$ cat src/rtl/hazard_control_unit.sv
// Pipeline sequencer for the 5-stage rv32i core: freezes on memory waits, inserts load-use
// bubbles, flushes on EX redirects, buffers one fetched instruction and counts stall cycles.
module hazard_control_unit #(
  parameter int CNT_W = 32
) (
  input  logic             clk,
  input  logic             rst,
  input  logic             imem_resp,
  input  logic [31:0]      imem_rdata,
  input  logic             dmem_req,
  input  logic             dmem_resp,
  input  logic [4:0]       id_src1,
  input  logic [4:0]       id_src2,
  input  logic             id_uses_src1,
  input  logic             id_uses_src2,
  input  logic [4:0]       ex_dest,
  input  logic             ex_dmem_read,
  input  logic             ex_redirect,
  output logic             imem_read,
  output logic [31:0]      if_instr,
  output logic             load_pc,
  output logic             load_if_id,
  output logic             load_id_ex,
  output logic             load_ex_mem,
  output logic             load_mem_wb,
  output logic             flush_if_id,
  output logic             bubble_id_ex,
  output logic [CNT_W-1:0] stall_cycles
);

  logic             hold_valid_q, hold_valid_d;
  logic [31:0]      hold_instr_q, hold_instr_d;
  logic [CNT_W-1:0] stall_cnt_q, stall_cnt_d;

  logic fetch_ok, istall, dstall, freeze;
  logic src1_hit, src2_hit, lu_hazard;

  assign fetch_ok  = hold_valid_q | imem_resp;
  assign istall    = ~fetch_ok;
  assign dstall    = dmem_req & ~dmem_resp;
  assign freeze    = istall | dstall;
  assign src1_hit  = id_uses_src1 & (id_src1 == ex_dest);
  assign src2_hit  = id_uses_src2 & (id_src2 == ex_dest);
  assign lu_hazard = ex_dmem_read & (ex_dest != 5'd0) & (src1_hit | src2_hit);

  assign if_instr     = rst ? 32'd0 : (hold_valid_q ? hold_instr_q : imem_rdata);
  assign imem_read    = ~rst & ~hold_valid_q;
  assign stall_cycles = stall_cnt_q;

  always_comb begin
    load_pc      = 1'b0;
    load_if_id   = 1'b0;
    load_id_ex   = 1'b0;
    load_ex_mem  = 1'b0;
    load_mem_wb  = 1'b0;
    flush_if_id  = 1'b0;
    bubble_id_ex = 1'b0;
    if (!rst && !freeze) begin
      load_id_ex  = 1'b1;
      load_ex_mem = 1'b1;
      load_mem_wb = 1'b1;
      if (ex_redirect) begin
        load_pc      = 1'b1;
        load_if_id   = 1'b1;
        flush_if_id  = 1'b1;
        bubble_id_ex = 1'b1;
      end else if (lu_hazard) begin
        bubble_id_ex = 1'b1;
      end else begin
        load_pc    = 1'b1;
        load_if_id = 1'b1;
      end
    end
  end

  always_comb begin
    hold_valid_d = hold_valid_q;
    hold_instr_d = hold_instr_q;
    stall_cnt_d  = stall_cnt_q;
    if (freeze) begin
      // Keep an instruction that arrived while the data side was still waiting.
      if (!istall && dstall && imem_resp && !hold_valid_q) begin
        hold_valid_d = 1'b1;
        hold_instr_d = imem_rdata;
      end
    end else if (ex_redirect || !lu_hazard) begin
      hold_valid_d = 1'b0;
    end
    if (!load_pc && (stall_cnt_q != {CNT_W{1'b1}})) begin
      stall_cnt_d = stall_cnt_q + {{(CNT_W-1){1'b0}}, 1'b1};
    end
  end

  always_ff @(posedge clk) begin
    if (rst) begin
      hold_valid_q <= 1'b0;
      hold_instr_q <= 32'd0;
      stall_cnt_q  <= '0;
    end else begin
      hold_valid_q <= hold_valid_d;
      hold_instr_q <= hold_instr_d;
      stall_cnt_q  <= stall_cnt_d;
    end
  end

endmodule

$ cat config.mk
export PLATFORM = sky130hd
export DESIGN_NAME = hazard_control_unit
export DESIGN_NICKNAME = d
export VERILOG_FILES = /design/src/rtl/hazard_control_unit.sv
export SDC_FILE = /design/constraint.sdc
export NUM_CORES = 1
export LEC_CHECK = 0
export ABC_AREA = 1
export CAP_MARGIN = 10
export CORE_UTILIZATION = 25
export DETAILED_ROUTE_END_ITERATION = 16
export PLACE_DENSITY_LB_ADDON = 0.1
export SLEW_MARGIN = 0
export SYNTH_ARGS = -nofsm -noshare
export SYNTH_HDL_FRONTEND = slang
export SYNTH_SLANG_ARGS = --single-unit
$ cat constraint.sdc
create_clock -name clk -period 1.8 [get_ports clk]
set_input_delay 0.36 -clock clk [delete_from_list [all_inputs] [get_ports clk]]
set_output_delay 0.36 -clock clk [all_outputs]
set_load 0.01 [all_outputs]
==> results.md <==
- Nets: roughly 830
- HP Class: input port to flop
- CTS H-tree depth: 3
- Yosys reg bits: between 60 and 70
- Net Sw Frac: 25.5%
- Vias in the first global route: between 4000 and 5000
- Crit path required time: around 1.4 ns
- TritonCTS clock tree: done
- Period utilisation layout: between 90% and 100%
- Fin Setup TNS: 0 ns
- Via Count: 4382
- Clock-pin slew on the worst setup and hold paths: about 0.050 ns
- Slack of the worst reg-to-reg path: between 0.1 and 0.15 ns
- Mapped Area: approximately 3800 um2
- Total die area: ~16000 um2
- Psw: 0.955 mW
- Commonest cells after routing, fill and taps aside: nand2_1 (111), a21oi_1 (95), nor2_1 (72)
- Pin count of the biggest net entering global routing: 65
- Clock buffer depth: 2
- Reg-to-Reg End: stall_cycles[16]$_SDFFE_PP0P_
- F_max: roughly 0.58 GHz
- Wire length of the first global-routing pass: 19.9 mm
- Mux cell area share after synthesis: 0%
- Via density per instance: ~4.6
- Layout cell share with drive strength beyond 1: 22.0%
- # diodes: 0
- CTS Root Cell: clkbuf_16
- Simple-Gate Fraction of Synth Area: between 30% and 40%
- WL/cell: between 10 and 15 um
- Hold endpoint: hold_valid_q$_SDFFE_PP0P_
- Worst Skew: ~0.0059 ns
- Initial Util: about 26%
- # fillers: around 1600
- Final Wtd Congestion: roughly 0.81
- Worst Tran Pin Value: approximately 0.44 ns
- Die width: ~130 um
- RSZ-0062 raised after global routing: yes
- Worst vdd ir: 0.436 mV
- Startpoint types: flop
- CTS Buf Count: 9
- Overall routing resource usage: ~16%
- Antenna violations before repair: 0
- Avg Cell Area, Syn: between 6 and 7 um2
- Initial DRC count: about 190
- Max-cap violations: 0
- Post-route ant nets: 0
- CTS sink count: 65
- HPWL after detailed placement: about 8.1 mm
- Drt drc: 0
- Setup-failing EPs final: 0
- Comb power frac: between 10% and 20%
- Pwr dens: roughly 640 nW/um2
- Cells after synthesis: 618
- I/O pin count: 128
- Router iterations before antenna repair: 4
- Synth warn: 0
- Largest family of logic cells by synthesized area: simple AND/OR/NAND/NOR gates
- Register area share after synthesis: around 34%
- Crit Path Category: flop to output port
- Clock power share: between 40% and 50%
- Fin crit period: 1.74 ns
- Hold path cells: 3
- Adder-cell area share of the yosys netlist: less than 1%
- Final slew viol count: 0
- Crit. End Element: output port
- CP Max Fanout: 5
- WP data arrival: roughly 1.4 ns
- Port Buffers: about 130
- Mapped Nets: between 600 and 700
- Final hold violation count: 0
- FF-to-FF path depth: 11
- Reg-to-Reg Start: stall_cycles[1]$_SDFFE_PP0P_
- Max_slew headroom: 70.5%
- Chip height: 126 um
- Commonest non-fill, non-tap cell in the layout: nand2_1
- Clk_lat worst skew: about 0.33 ns
- Hold wc startpoint: rst
- Status: completed
- Hold WS: about 0.34 ns
- Total gr overflow: 0
- Synth cell types: 27
- Compound-Gate Fraction of Synth Area: between 20% and 30%
- Sequential power share: between 40% and 50%
- Internal Power: between 2 and 3 mW
- Leakage: between 2 and 3 nW
- Core Rows: 44
- Total Wirelength: 12.5 mm
- Core Area: around 15000 um2
- XOR/XNOR Fraction of Synth Area: 0%
- Area Growth Syn to Fin: 52.0%
final cells by class:
| type | instances | area (um2) | area share [%] |
|---|---|---|---|
| multi-input combinational | 435 | 2130 | 36.6 |
| timing repair buffer | 174 | 1550 | 26.6 |
| sequential | 65 | 1310 | 22.5 |
| inverter | 86 | 325 | 5.59 |
| clock buffer | 13 | 260 | 4.47 |
| tap | 184 | 230 | 3.96 |
| clock inverter | 3 | 15.0 | 0.258 |
what timing repair did:
item,CTS,global route
endpoints found under the setup margin,72,63
gates resized for setup,184,70
cloned,4,3
hold buffers,0,0
setup buffers,11,4
pin swaps,12,15
logic make-up (layout without fill, tap and decap cells):
logic type	count (synthesis)	count (layout)
AOI/OAI and AO/OA	163	163
adders and majority gates	1	1
buffers and inverters	120	276
DFF	65	65
and+or+nand+nor	269	271
metrics by stage:
stage	std cells	total power, mW	cell area, um2	utilization, %	worst slack, ns
2_1_floorplan	618	1.81	3830	-	0.0172
3_3_place_gp	922	2.12	5400	36.6	-0.664
3_5_place_dp	922	2.13	5400	36.6	-0.672
4_1_cts	953	3.81	5790	39.2	-0.0389
5_1_grt	960	3.94	5820	39.4	-0.0607
6_report	960	3.74	5820	39.4	0.0623
power groups by stage:
stage | logic (mW) | clock network (mW) | registers, mW
floorplan | 0.276 | 0 | 1.53
global placement | 0.594 | 0 | 1.53
detailed placement | 0.600 | 0 | 1.53
CTS | 0.614 | 1.69 | 1.50
global route | 0.674 | 1.77 | 1.50
finish | 0.608 | 1.63 | 1.50
routing by layer:
layer	part of all wire (%)	global-route usage [%]
met1	47	19.6
met2	45	25.2
met3	6.6	6.07
met4	1.1	4.02
met5	0	0
synthesized netlist by cell type, drive strengths merged:
| cell type | n | share of area (%) |
|---|---|---|
| nor2 | 84 | 9.2 |
| a211oi | 1 | 0.20 |
| buf | 13 | 2.5 |
| nand2 | 122 | 12 |
| nor3 | 6 | 0.92 |
| o21ai | 65 | 8.5 |
| a21oi | 97 | 13 |
| and2 | 1 | 0.16 |
| or3 | 1 | 0.16 |
| nand3b | 6 | 1.3 |
| inv | 86 | 8.4 |
| ha | 1 | 0.33 |
| nand4 | 6 | 0.98 |
| nand3 | 43 | 6.2 |
| clkbuf | 21 | 2.1 |
| dfxtp | 65 | 34 |
critical path, stage by stage, from the launching register on:
cell	delay (ns)
dfxtp_4	0.42
nor2_2	0.06
nor3_2	0.12
buf_4	0.15
buf_6	0.09
nand2_4	0.05
inv_4	0.06
buf_6	0.09
flip-flops by register name (all words and copies together) (netlist names):
register,cells
hold_valid_q,1
stall_cycles,32
hold_instr_q,32
worst max path at each step:
stage	startpoint	endpoint	slack, ns	cells after the start
6_report	hold_valid_q$_SDFFE_PP0P_	load_if_id	0.06	7
5_1_grt	stall_cycles[0]$_SDFFE_PP0P_	stall_cycles[23]$_SDFFE_PP0P_	-0.06	10
4_1_cts	hold_valid_q$_SDFFE_PP0P_	if_instr[11]	-0.04	4
3_5_place_dp	ex_dest[2]	load_if_id	-0.67	9
3_3_place_gp	ex_dest[2]	load_pc	-0.66	9
2_1_floorplan	hold_valid_q$_SDFFE_PP0P_	load_pc	0.02	7
Power figures use the tool's default switching activity.
